**src/rtl/decode_queue.sv**
```systemverilog
// Registered RV32 decode stage feeding a DEPTH-entry circular FIFO of decoded packets.
// Optional same-cycle bypass for an empty queue: define DECODE_QUEUE_BYPASS_EN.
package ooop_types;
  typedef enum logic [3:0] {
    ALU_ADD, ALU_SUB, ALU_AND, ALU_OR, ALU_XOR,
    ALU_SLL, ALU_SRL, ALU_SRA, ALU_SLT, ALU_SLTU
  } alu_op_t;

  typedef enum logic [1:0] {LS_B, LS_H, LS_W} ls_size_t;

  typedef struct packed {
    logic [31:0] pc;
    logic [4:0]  rd;
    logic [4:0]  rs1;
    logic [4:0]  rs2;
    logic        rd_used;
    logic        rs1_used;
    logic        rs2_used;
    logic [31:0] imm;
    alu_op_t     alu_op;
    logic        is_load;
    logic        is_store;
    logic        is_branch;
    logic        is_jump;
    ls_size_t    ls_size;
    logic        unsigned_load;
    logic [2:0]  br_cond;
  } decode_pkt_t;
endpackage

module decode_queue
  import ooop_types::*;
#(
  parameter int DEPTH = 4,
  parameter int CNT_W = $clog2(DEPTH) + 1
) (
  input  logic             clk,
  input  logic             rst_n,
  input  logic             flush,
  input  logic             valid_in,
  output logic             ready_out,
  input  logic [31:0]      pc_in,
  input  logic [31:0]      instr_in,
  output logic             valid_out,
  input  logic             ready_in,
  output decode_pkt_t      pkt_out,
  output logic             illegal_out,
  output logic [CNT_W-1:0] count
);
  localparam int PTR_W = $clog2(DEPTH);

  decode_pkt_t      mem [DEPTH];
  logic             ill_mem [DEPTH];
  logic [PTR_W-1:0] wr_ptr, rd_ptr;
  decode_pkt_t      dec;
  logic             dec_ill;
  logic             push, pop, fifo_valid, bypass;

  logic [6:0]  opcode;
  logic [2:0]  f3;
  logic [6:0]  f7;
  logic [31:0] imm_i, imm_s, imm_b, imm_u, imm_j, shamt;

  assign opcode = instr_in[6:0];
  assign f3     = instr_in[14:12];
  assign f7     = instr_in[31:25];
  assign imm_i  = {{20{instr_in[31]}}, instr_in[31:20]};
  assign imm_s  = {{20{instr_in[31]}}, instr_in[31:25], instr_in[11:7]};
  assign imm_b  = {{19{instr_in[31]}}, instr_in[31], instr_in[7], instr_in[30:25],
                   instr_in[11:8], 1'b0};
  assign imm_u  = {instr_in[31:12], 12'd0};
  assign imm_j  = {{11{instr_in[31]}}, instr_in[31], instr_in[19:12], instr_in[20],
                   instr_in[30:21], 1'b0};
  assign shamt  = {27'd0, instr_in[24:20]};

  always_comb begin
    dec     = '0;
    dec_ill = 1'b0;
    case (opcode)
      7'b0010011: begin  // OP-IMM; shifts carry the zero-extended shamt as imm
        dec.rd = instr_in[11:7]; dec.rd_used = 1'b1;
        dec.rs1 = instr_in[19:15]; dec.rs1_used = 1'b1;
        dec.imm = imm_i;
        case (f3)
          3'b010: dec.alu_op = ALU_SLT;
          3'b011: dec.alu_op = ALU_SLTU;
          3'b100: dec.alu_op = ALU_XOR;
          3'b110: dec.alu_op = ALU_OR;
          3'b111: dec.alu_op = ALU_AND;
          3'b001: begin
            dec.alu_op = ALU_SLL; dec.imm = shamt;
            dec_ill = (f7 != 7'd0);
          end
          3'b101: begin
            dec.alu_op = instr_in[30] ? ALU_SRA : ALU_SRL; dec.imm = shamt;
            dec_ill = ({f7[6], f7[4:0]} != 6'd0);
          end
          default: dec.alu_op = ALU_ADD;
        endcase
      end
      7'b0110011: begin
        dec.rd = instr_in[11:7]; dec.rd_used = 1'b1;
        dec.rs1 = instr_in[19:15]; dec.rs1_used = 1'b1;
        dec.rs2 = instr_in[24:20]; dec.rs2_used = 1'b1;
        if (f7 == 7'b0000000) begin
          case (f3)
            3'b000: dec.alu_op = ALU_ADD;
            3'b001: dec.alu_op = ALU_SLL;
            3'b010: dec.alu_op = ALU_SLT;
            3'b011: dec.alu_op = ALU_SLTU;
            3'b100: dec.alu_op = ALU_XOR;
            3'b101: dec.alu_op = ALU_SRL;
            3'b110: dec.alu_op = ALU_OR;
            default: dec.alu_op = ALU_AND;
          endcase
        end else if (f7 == 7'b0100000 && f3 == 3'b000) dec.alu_op = ALU_SUB;
        else if (f7 == 7'b0100000 && f3 == 3'b101) dec.alu_op = ALU_SRA;
        else dec_ill = 1'b1;
      end
      7'b0000011: begin
        dec.rd = instr_in[11:7]; dec.rd_used = 1'b1;
        dec.rs1 = instr_in[19:15]; dec.rs1_used = 1'b1;
        dec.imm = imm_i; dec.is_load = 1'b1;
        dec.unsigned_load = f3[2];
        case (f3)
          3'b000, 3'b100: dec.ls_size = LS_B;
          3'b001, 3'b101: dec.ls_size = LS_H;
          3'b010:         dec.ls_size = LS_W;
          default:        dec_ill = 1'b1;
        endcase
      end
      7'b0100011: begin
        dec.rs1 = instr_in[19:15]; dec.rs1_used = 1'b1;
        dec.rs2 = instr_in[24:20]; dec.rs2_used = 1'b1;
        dec.imm = imm_s; dec.is_store = 1'b1;
        case (f3)
          3'b000:  dec.ls_size = LS_B;
          3'b001:  dec.ls_size = LS_H;
          3'b010:  dec.ls_size = LS_W;
          default: dec_ill = 1'b1;
        endcase
      end
      7'b1100011: begin
        dec.rs1 = instr_in[19:15]; dec.rs1_used = 1'b1;
        dec.rs2 = instr_in[24:20]; dec.rs2_used = 1'b1;
        dec.imm = imm_b; dec.is_branch = 1'b1; dec.br_cond = f3;
        dec_ill = (f3 == 3'b010) || (f3 == 3'b011);
      end
      7'b0110111: begin
        dec.rd = instr_in[11:7]; dec.rd_used = 1'b1; dec.imm = imm_u;
      end
      7'b1101111: begin
        dec.rd = instr_in[11:7]; dec.rd_used = 1'b1;
        dec.imm = imm_j; dec.is_jump = 1'b1;
      end
      7'b1100111: begin
        dec.rd = instr_in[11:7]; dec.rd_used = 1'b1;
        dec.rs1 = instr_in[19:15]; dec.rs1_used = 1'b1;
        dec.imm = imm_i; dec.is_jump = 1'b1;
        dec_ill = (f3 != 3'b000);
      end
      default: dec_ill = 1'b1;
    endcase
    if (dec.rd == 5'd0) dec.rd_used = 1'b0;
    // Illegal entries still travel in order so the ROB can trap on them.
    if (dec_ill) dec = '0;
    dec.pc = pc_in;
  end

  assign fifo_valid = (count != '0);
  assign ready_out  = (count != CNT_W'(DEPTH));

`ifdef DECODE_QUEUE_BYPASS_EN
  assign bypass      = !fifo_valid && valid_in && ready_in && !flush;
  assign valid_out   = fifo_valid || valid_in;
  assign pkt_out     = fifo_valid ? mem[rd_ptr] : dec;
  assign illegal_out = fifo_valid ? ill_mem[rd_ptr] : dec_ill;
`else
  assign bypass      = 1'b0;
  assign valid_out   = fifo_valid;
  assign pkt_out     = mem[rd_ptr];
  assign illegal_out = ill_mem[rd_ptr];
`endif

  assign push = valid_in && ready_out && !bypass;
  assign pop  = fifo_valid && ready_in;

  always_ff @(posedge clk) begin
    if (!rst_n) begin
      wr_ptr <= '0;
      rd_ptr <= '0;
      count  <= '0;
      for (int i = 0; i < DEPTH; i++) begin
        mem[i]     <= '0;
        ill_mem[i] <= 1'b0;
      end
    end else if (flush) begin
      wr_ptr <= '0;
      rd_ptr <= '0;
      count  <= '0;
    end else begin
      if (push) begin
        mem[wr_ptr]     <= dec;
        ill_mem[wr_ptr] <= dec_ill;
        wr_ptr          <= wr_ptr + 1'b1;
      end
      if (pop) rd_ptr <= rd_ptr + 1'b1;
      case ({push, pop})
        2'b10:   count <= count + 1'b1;
        2'b01:   count <= count - 1'b1;
        default: count <= count;
      endcase
    end
  end
endmodule

```
**config.mk**
```make
export PLATFORM = sky130hd
export DESIGN_NAME = decode_queue
export DESIGN_NICKNAME = d
export VERILOG_FILES = /design/src/rtl/decode_queue.sv
export SDC_FILE = /design/constraint.sdc
export NUM_CORES = 1
export LEC_CHECK = 0
export CAP_MARGIN = 10
export CORE_MARGIN = 10
export CORE_UTILIZATION = 40
export DETAILED_ROUTE_END_ITERATION = 10
export GPL_ROUTABILITY_DRIVEN = 0
export MAX_ROUTING_LAYER = met4
export PLACE_DENSITY = 0.58
export SETUP_SLACK_MARGIN = 0.02
export SLEW_MARGIN = 20
export SYNTH_ARGS = -nofsm -noshare
export SYNTH_HDL_FRONTEND = slang
export SYNTH_SLANG_ARGS = --single-unit
```
**constraint.sdc**
```tcl
create_clock -name clk -period 9.7 [get_ports clk]
set_input_delay 1.94 -clock clk [delete_from_list [all_inputs] [get_ports clk]]
set_output_delay 1.94 -clock clk [all_outputs]
set_load 0.02 [all_outputs]
```
==> impl_results.md <==
* Hold depth at 2
* FILL cells at 3,916
* Antenna diode count at 0
* Iter 0 DRT Violations at 958
* Setup WS pre-CTS at 3.66 ns
* Hold_ws at 0.537 ns
* Setup Fix Bufs, Post-CTS at 0
* Slew Viols, Final at 0
* Unique masters post-synth at 66
* Post-synthesis adder-cell area fraction at 0.179%
* Synth Area in Compound Gates at 2.60%
* Register area at 11,800 um2
* Cells after synthesis at 1,247
* Number of global-route vias before repair at 11,680
* Crit Path Max Fanout at 42
* Port bufs at 170
* Prevailing post-synth register cell: edfxtp_1
* Syn nets at 1,318
* Final Setup Violations at 0
* Worst path required time at 7.76 ns
* GRT overflow at 0
* Final #Nets at 1,453
* Status: finished clean
* Most frequent cells in the layout: edfxtp_1, clkdlybuf4s50_1, nor3_1
* Fin Setup TNS at 0 ns
* Chip height at 233 um
* RSZ-0062 raised after global routing: no
* Clk_lat worst skew at 0.56 ns
* Post-synth ARST share at 0%
* Min-Delay Startpoint: count[2]
* R2R depth at 4
* Ratio of cells with drive above 1 in the final layout at 17.6%
* CORE AREA at 44,500 um2
* Post-Syn Area at 18,200 um2
* TritonCTS clock tree: yes
* Largest net degree at the start of global routing at 86
* Crit path arrival time at 3.54 ns
* Synthesis-to-finish area growth at 18.9%
* Synth warn at 0
* Commonest non-fill, non-tap cell in the layout: edfxtp_1
* First drt pass iteration count at 5
* Boundary Pins at 171
* Startpoint Class: register
* Antenna-violating nets left at 0
* First-pass GRT wire length at 74.7 mm
* CTS Hold Bufs at 0
* DR DRC count at 0
* Clk_skew at 0.0114 ns
* Area contributors post-synth: edfxtp_1, mux4_2, nor3_1
* Fin crit period at 5.48 ns
* Mean Syn Cell Area at 14.6 um2
* Final instance area at 21,600 um2
* Die ar. at 54,300 um2
* Reg2reg start: count[2]
* Flop2flop setup slack at 6.15 ns
* Post-synthesis register bit count at 397
* Post-synthesis sequential area ratio at 65.0%
* Worst setup EP type: primary output
* Multi-input gate area at 5710 um2
* DR vias at 11,277
* Post-synth top area share at 63.7%
* Finished Layout Cells at 2,003
* Power per Cell Area at 175 nW/um2
* Final hold violations at 0
* CTS Buf Count at 43
* DR WL/cell at 24.5 um
* Synth area leader: edfxtp_1
* Worst-margin pin slew at 1.15 ns
* Total length of routed wires at 49.0 mm
* Root Driver: clkbuf_16
* TritonCTS Sinks at 397
* Dpl hpwl at 29.4 mm
* Effective utilization at floorplan at 40.8%
* Critical path class: reg2out
* Pleak at 0.00703 uW
* Synth Area in XOR/XNOR at 0.338%
* Final setup margin at 4.22 ns
* Mux cell area share after synthesis at 12.0%
* Row cnt at 77
* Post-CTS Resized at 0
* Clock transition at path regs at 0.06 ns
* Placed Cells at 1,929
* Max cap viols at 0
* Max Buffers Root-to-Sink at 3
* Tcrit/Tclk final at 56.5%
* Peak supply drop at 113 uV
* Synth Area in Simple Gates at 16.0%
* Fmax at 182 MHz
* Via-to-Cell Ratio at 5.63
* GRT Overall Usage at 18.7%
* Hold Crit Class: reg2reg
* Cell Area, Placed at 20,300 um2
* Largest family of logic cells by synthesized area: simple AND/OR/NAND/NOR gates
* H-tree depth at 2
* Number of synthesized flops with an enable pin at 385
* Initial antenna violation count at 0
* Max-slew headroom at 23.0%
* Die X at 233 um
-- metal layers --
layer	global-route usage, %	share of wire (%)
met2	30.0	49
met5	-	0
met1	24.5	43
met4	4.38	1.6
met3	2.93	6.4
-- metrics by stage --
step / util [%] / total power [uW]
final: 48.5 / 3790
after global placement: 45.7 / 2320
after detailed placement: 45.7 / 2330
after floorplan: - / 2180
after CTS: 48.5 / 3830
after global routing: 48.5 / 3920
-- power breakdown --
part	switching [uW]	leakage [uW]	internal (uW)
Clock	659	0.000608	840
Sequential	22.3	0.00402	1950
Combinational	190	0.00239	122
-- critical path, stage by stage (launching register included) --
cell and delay [ns]:
dfxtp_4 0.98, buf_4 0.67, mux4_2 0.66, clkdlybuf4s50_1 0.60
-- final timing paths --
check,end
max,pkt_out[46]
min,count[2]
max reg2reg,mem[2][30]
min reg2reg,count[2]
-- state kept, by name (all words and copies together) (netlist names), named ones only --
signal / count
mem: 384
ill_mem: 4
count: 3
rd_ptr: 2
wr_ptr: 2
-- kinds of logic after synthesis --
family          after synthesis
simple gates                524
buf+inv                     154
compound gates               66
xor+xnor                      7
mux                          97
flops                       397
fa+ha+maj                     2
-- synth_stat cells, types with 2 or more instances --
library cell    n
nor3_2         46
nand4b_2        2
a21oi_1        13
nor2b_1         3
mux4_2         97
a21o_1          3
nor2_1        111
clkbuf_1       45
and4_1          5
dfxtp_1        12
a31oi_1         2
buf_6           6
buf_2          43
and3_1         21
buf_1           4
nand3_1        12
xor2_1          6
a211oi_1        2
and2_1         39
nor3_1        147
nand3b_1        3
o21ai_0        11
inv_1          49
edfxtp_1      385
buf_4           6
a22oi_1        17
nand4_1         7
nor4_1         18
nor3b_1         6
nand2_1        77
nor4_2          3
or3_1           5
nand2b_1        7
and4b_1         2
-- area by class of cell --
type	instances	area share [%]
timing repair buffer	194	8.72
inverter	50	0.870
tap	592	3.43
clock buffer	59	5.41
clock inverter	15	0.406
multi-input combinational	696	26.4
sequential	397	54.7
No activity file was read; power rests on OpenSTA's default activity.
